--- src/rtl/mtr_drv.sv ---
// mtr_drv: dual-motor H-bridge PWM driver.
// Each signed 12-bit speed is clamped to a 0..2047 duty, latched into a
// shadow register once per 2048-cycle period, compared against a shared
// free-running counter, and then split into complementary high/low-side
// gate signals. Both gates stay low for a dead-time window after every PWM
// edge and after drive enable is re-asserted.
module mtr_drv #(
  parameter int DEAD = 32                 // dead time in clk cycles (1..63)
) (
  input  logic        clk,
  input  logic        rst,
  input  logic        en,
  input  logic [11:0] lft_spd,
  input  logic [11:0] rght_spd,
  output logic        lft_pwm1,
  output logic        lft_pwm2,
  output logic        rght_pwm1,
  output logic        rght_pwm2,
  output logic        pwm_sync
);

  localparam logic [5:0]        DEAD_C   = 6'(DEAD);
  localparam logic [10:0]       CNT_LAST = 11'h7FF;
  localparam logic [10:0]       DUTY_MID = 11'h400;
  localparam logic signed [11:0] SPD_MIN = -12'sd1024;
  localparam logic signed [11:0] SPD_MAX = 12'sd1023;
  localparam logic signed [11:0] SPD_OFS = 12'sd1024;

  // Clamp a signed speed to -1024..1023 and offset it into an unsigned duty.
  function automatic logic [10:0] sat_duty(input logic signed [11:0] s);
    logic signed [11:0] sum;
    if (s < SPD_MIN) begin
      sat_duty = 11'd0;
    end else if (s > SPD_MAX) begin
      sat_duty = 11'd2047;
    end else begin
      sum      = s + SPD_OFS;
      sat_duty = sum[10:0];
    end
  endfunction

  // Index 0 is the left motor, index 1 the right motor.
  logic [1:0][11:0] spd_q;
  logic [10:0]      cnt_q, cnt_d;
  logic [1:0][10:0] duty_q, duty_d;
  logic [1:0]       sig_q, sig_d;
  logic [1:0]       prev_q;
  logic [1:0][5:0]  dt_q, dt_d;
  logic [1:0]       pwm1_q, pwm1_d;
  logic [1:0]       pwm2_q, pwm2_d;

  // Next-state logic: counter, shadow load, PWM compare and dead-time gating.
  always_comb begin
    logic stable;
    cnt_d  = cnt_q + 11'd1;
    duty_d = duty_q;
    sig_d  = '0;
    dt_d   = dt_q;
    pwm1_d = '0;
    pwm2_d = '0;
    stable = 1'b0;
    for (int m = 0; m < 2; m++) begin
      // Shadow only follows the speed at the period boundary, so a period
      // already in progress keeps its duty and never emits a runt pulse.
      if (cnt_q == CNT_LAST) begin
        duty_d[m] = sat_duty(spd_q[m]);
      end
      sig_d[m] = (cnt_q < duty_q[m]);
      stable   = (sig_q[m] == prev_q[m]);
      // Any PWM edge or a disabled drive restarts the dead-time window.
      if (!stable || !en) begin
        dt_d[m] = 6'd0;
      end else if (dt_q[m] != DEAD_C) begin
        dt_d[m] = dt_q[m] + 6'd1;
      end
      pwm1_d[m] = en &  sig_q[m] & (dt_q[m] == DEAD_C) & stable;
      pwm2_d[m] = en & ~sig_q[m] & (dt_q[m] == DEAD_C) & stable;
    end
  end

  // State registers; reset also drops the gates asynchronously.
  always_ff @(posedge clk or posedge rst) begin
    if (rst) begin
      spd_q  <= '0;
      cnt_q  <= '0;
      duty_q <= {DUTY_MID, DUTY_MID};
      sig_q  <= '0;
      prev_q <= '0;
      dt_q   <= '0;
      pwm1_q <= '0;
      pwm2_q <= '0;
    end else begin
      spd_q  <= {rght_spd, lft_spd};
      cnt_q  <= cnt_d;
      duty_q <= duty_d;
      sig_q  <= sig_d;
      prev_q <= sig_q;
      dt_q   <= dt_d;
      pwm1_q <= pwm1_d;
      pwm2_q <= pwm2_d;
    end
  end

  assign lft_pwm1  = pwm1_q[0];
  assign lft_pwm2  = pwm2_q[0];
  assign rght_pwm1 = pwm1_q[1];
  assign rght_pwm2 = pwm2_q[1];
  assign pwm_sync  = (cnt_q == CNT_LAST);

endmodule

--- config.mk ---
export PLATFORM = sky130hd
export DESIGN_NAME = mtr_drv
export DESIGN_NICKNAME = d
export VERILOG_FILES = /design/src/rtl/mtr_drv.sv
export SDC_FILE = /design/constraint.sdc
export NUM_CORES = 1
export LEC_CHECK = 0
export CAP_MARGIN = 20
export CORE_MARGIN = 2
export CORE_UTILIZATION = 45
export DETAILED_ROUTE_END_ITERATION = 8
export GPL_TIMING_DRIVEN = 0
export SLEW_MARGIN = 20
export SYNTH_ARGS = -nofsm -noshare
export SYNTH_HDL_FRONTEND = slang
export SYNTH_SLANG_ARGS = --single-unit
--- constraint.sdc ---
create_clock -name clk -period 5.5 [get_ports clk]
set_input_delay 0.825 -clock clk [delete_from_list [all_inputs] [get_ports clk]]
set_output_delay 0.825 -clock clk [all_outputs]
set_load 0.01 [all_outputs]
Yosys cells after proc, flatten, opt, wreduce, memory -nomap -nowiden
Index checks and enable logic that the tools add are counted.

Word-level logic and storage cells: 58. Input bits: 27. Register bits: 77. Output and inout port bits: 5.

Order comparisons: 6. Mux-type cells: 8. Reduce and logical (&&, ||, !) cells: 7. Eq/ne operators: 7. Add/subtract/negate cells: 5. Bitwise operators: 14.

Operators by type and width (count): $mux W11 (4); $gt A12 B11 Y1 const B (2); $lt A12 B11 Y1 const B (2); $mux W6 (4); $add A11 B11 Y11 const B (2); $lt A11 B11 Y1 (2); $add A6 B1 Y6 const B (2); $and A1 B1 Y1 (12); $eq A6 B6 Y1 const B (2); $ne A6 B6 Y1 const B (2); $add A11 B1 Y11 const B (1); $eq A11 B11 Y1 const B (1); $reduce_bool A2 Y1 (2); $logic_not A1 Y1 (3); $eq A1 B1 Y1 (2); $logic_or A1 B1 Y1 (2); $not A1 Y1 (2).

Depth between registers and ports, before layout
Gate-level depths: netlist of run 1.

Word-level depth: 4. Gate-level depth with buffers: 7. Mapped depth without buffers: 6.

Worst setup path after synthesis of run 1
Ideal clock, no wire load.

Kind: register to output. Start: register cnt_q[1]. End: output pwm_sync. Cell stages (with the launch flop): 6. Buffers on the path: 1. Arrival time: 1.099 ns. Slack: 3.576 ns. Cell sequence: dfrtp_1 ha_1 and3_1 buf_6 nand3_1 nor2_1.

Cells in the longest elaborated chain, start to end: 1.

Ends and longest elaborated chain: start: declaration (line 44) `logic [10:0] cnt_q, cnt_d;`; start signal: assignment (line 94) `cnt_q <= cnt_d;`; $eq A11 B11 Y1 (line 108) `assign pwm_sync = (cnt_q == CNT_LAST);`; end: declaration (line 19) `output logic pwm_sync`.

No other way between the ends.

Final worst setup path of run 1
Start: register cnt_q[4]. End: output pwm_sync.

Same word-level chain as after synthesis.

==> impl_metrics.yaml, run 1 <==
routing:
  drc: 0
  drtIter0Drc: 81
  final_antenna_net_count: 0
  num_vias: 2278
  wl_per_cell_um: 11.5
  viasPerCell: 4.74
  first_pass_iters: 4
  wl_um: 5550
pwr:
  power_density_nw_per_um2: 257
  vdd_drop_max_uv: 121
  power.switching_w: 0.000235
  clock_power_share_pct: 40.0
  seqPwrFrac_pct: 54.5
  leakagePower_nw: 1.91
  p_int_w: 0.000841
  switching_share_pct: 21.9
  p_comb_share_pct: 5.6
critical_path:
  cp.arrival_ns: 2.08
  crit_fanout: 7
  worst-endpoint-required_ns: 4.68
  cpPeakStageDelay_ns: 0.55
  setup.worst_path.end_class: "output port"
  critical_path_class: "register to output port"
  cpMaxStageDelayCell: "clkdlybuf4s50_1"
  setup.worst_path.start_class: "register"
  crit_buf_inv: 1
  worst_path_dominant_cell_family: "simple AND/OR/NAND/NOR gates"
  crit_chain: "and4_4 > and2_1 > nand3_1 > nor2_1 > clkdlybuf4s50_1"
sta:
  slew_viol_final: 0
  fin_setup_tns_ns: 0
  fmaxAchievable_mhz: 344
  fin_skew_ns: 0.0113
  fin_crit_ns: 2.90
  rsz0062_at_grt: "no"
  setup_viol: 0
  fin_crit_sh_pct: 52.8
  worst_pin_slew_ns: 0.458
  hold_viol_final: 0
  slew_headroom_pct: 69.5
clock_network:
  path_clk_slew_ns: 0.08
  numCtsBuffers: 9
  holdBufCountCts: 0
  cts_resized: 0
  htree_levels: 3
  worstSkewPairLatency_ns: 0.34
  cts_buffer_depth: 2
  cts_tree: "done"
  cts.sinks: 77
  postCtsSetupBuffers: 0
  clock-root-buffer: "clkbuf_8"
yosys:
  yosysUniqueCellTypes: 33
  synthesis.nets: 383
  syn_area_um2: 3530
  seq_area_frac_synth_pct: 54.7
  yosys_register_bits: 77
  synth_top_area_share_pct: 53.2
  synth.avg_cell_area_um2: 10.7
  ys_top_cells_by_area: "dfrtp_1, ha_1, nand2_1"
  synth_area_leader_cell: "dfrtp_1"
  synth_cells: 331
  yosysWarnings: 0
outcome:
  outcome: "finished clean"
grt:
  grtUsageMet3_pct: 4.39
  grt-busiest-layer: "met2"
  grt_pass1_vias: 2220
  grtUsageTotal_pct: 14.8
  grt_first_pass_wirelength_um: 9930
  met2_usage_pct: 24.5
  use_met1_pct: 18.1
  grt_antenna_before_repair: 0
  grt_max_degree: 42
  grt-ovfl-total: 0
cells_and_area:
  drive_above_1_share_pct: 12.7
  seq_area_um2: 1930
  antenna_cells: 0
  fin_cells: 481
  multi_input_area_um2: 1400
  area_growth_syn_to_layout_pct: 18.8
  fin_nets: 426
  fillers: 698
floorplanning:
  die-area_um2: 8560
  fp-row-count: 32
  start_util_pct: 46.1
  dieWidth_um: 92.5
  ios: 32
  die_height_um: 92.5
  design.core.area_um2: 7650
placement:
  placed_cells: 465
  port_buffers: 31
  globalplace.congestion: 0.793
  dp_hpwl_um: 4060
min_path:
  hp-class: "register to register"
run:
  cap_violations: 0
-- flip-flops by register name (all words and copies together), names as in the netlist --
| name | count |
|---|---|
| pwm1_q | 2 |
| sig_q | 2 |
| prev_q | 2 |
| dt_q | 12 |
| duty_q | 22 |
| pwm2_q | 2 |
| spd_q | 24 |
| cnt_q | 11 |
-- per-layer routing --
| layer | routed length (um) | up-vias |
|---|---|---|
| li1 | - | 1190 |
| met1 | 2580 | 1049 |
| met2 | 2680 | 31 |
| met3 | 205 | 8 |
| met4 | 91 | 0 |
| met5 | 0 | - |
-- power by group through the flow --
stage	registers [W]	logic, W	clock network [W]
6_report	0.000586	0.0000599	0.000430
5_1_grt	0.000588	0.0000685	0.000471
4_1_cts	0.000586	0.0000618	0.000445
3_5_place_dp	0.000597	0.0000617	0
3_3_place_gp	0.000597	0.0000581	0
2_1_floorplan	0.000595	0.0000332	0
-- cells by family (layout without fill, tap and decap cells) --
family	Yosys count	count (layout)	synth area share (%)
buf+inv	39	87	5.53
simple gates	109	109	14.9
mux	2	2	0.568
fa+ha+maj	25	25	8.87
xor+xnor	19	19	4.72
flops	77	77	54.7
compound gates	60	60	10.7
-- worst register-to-register path, delay by kind of cell (launching register included) --
kind / cells / cell delay, ns
buf+inv: 2 / 0.34
fa+ha+maj: 1 / 0.20
compound gates: 1 / 0.06
flops: 1 / 0.42
simple gates: 3 / 0.43
-- metrics by stage --
| stage | util, % | setup WS, ns | total power [W] | hold WS (ns) | instance area [um2] |
|---|---|---|---|---|---|
| 3_5_place_dp | 52.1 | 2.95 | 0.000659 | 0.439 | 3990 |
| 2_1_floorplan | - | 2.71 | 0.000628 | 0.413 | 3530 |
| 4_1_cts | 54.8 | 2.55 | 0.00109 | 0.453 | 4190 |
| 6_report | 54.8 | 2.60 | 0.00108 | 0.445 | 4190 |
| 5_1_grt | 54.8 | 2.45 | 0.00113 | 0.470 | 4190 |
| 3_3_place_gp | 51.8 | 1.44 | 0.000655 | 0.430 | 3970 |
-- cell usage in the layout (no fill, tap or decap), types with 3 or more instances in the layout --
master	netlist	routed
a21oi_1	12	12
and3_1	3	3
buf_6	5	5
clkbuf_8	0	11
clkdlybuf4s50_1	0	31
dfrtp_1	75	75
ha_1	25	25
inv_1	30	29
nand2_1	55	55
nand2b_1	5	5
nand3_1	12	12
nand4_1	4	4
nor2_1	12	12
nor3_1	6	6
o21ai_0	22	22
o21ai_1	4	4
o21ai_2	18	18
xnor2_1	11	11
xor2_1	8	8
-- synthesized netlist by cell type, drive strengths merged --
cell / number
nand2: 55
xor2: 8
nor3: 6
a21o: 2
nor4b: 2
or2b: 1
ha: 25
a211oi: 2
a21oi: 12
dfrtp: 75
nand4: 5
dfstp: 2
and4: 2
and3: 3
nand3b: 2
xnor2: 11
buf: 8
dlygate4sd1: 1
nor2b: 1
mux2i: 2
nand2b: 5
nand3: 12
and2b: 1
and2: 2
inv: 30
o21ai: 44
nor2: 12
-- final timing paths --
path	cells past startpoint	to	start	slack (ns)
setup / recovery	5	pwm_sync	cnt_q[4]	2.60
hold / removal	0	prev_q[0]	sig_q[0]	0.45
setup reg to reg	7	duty_q[3]	cnt_q[0]	3.95
hold reg to reg	0	prev_q[0]	sig_q[0]	0.45
max in group asynchronous	3	duty_q[21]	rst	4.01
min in group asynchronous	2	dt_q[9]	rst	0.84
-- area by class of cell --
class                   instances  share of cell area, %
repair buffers                 32                   7.88
inverters                      30                   2.75
well taps                     102                   3.05
clock inverters                 4                   1.13
plain buffers                   9                   1.97
clock buffers                  12                   3.70
flip-flops and latches         77                   46.0
multi-input cells             215                   33.5
(Power assumes the default switching activity.)
==> run 2: changes to the inputs <==
==> constraint.sdc (replaced) <==
create_clock -name clk -period 2.9 [get_ports clk]
set_input_delay 0.435 -clock clk [delete_from_list [all_inputs] [get_ports clk]]
set_output_delay 0.435 -clock clk [all_outputs]
set_load 0.01 [all_outputs]
==> results of run 2 <==
The final DEF is identical to that of run 1. Status: finished clean.
Among the figures that moved: setup slack after placement 2.95 ns -> 0.745 ns; setup slack after layout 2.60 ns -> 0.387 ns; register-to-register setup slack 3.95 ns -> 1.35 ns; total power 0.00108 W -> 0.00204 W; worst IR drop on VDD 121 uV -> 229 uV
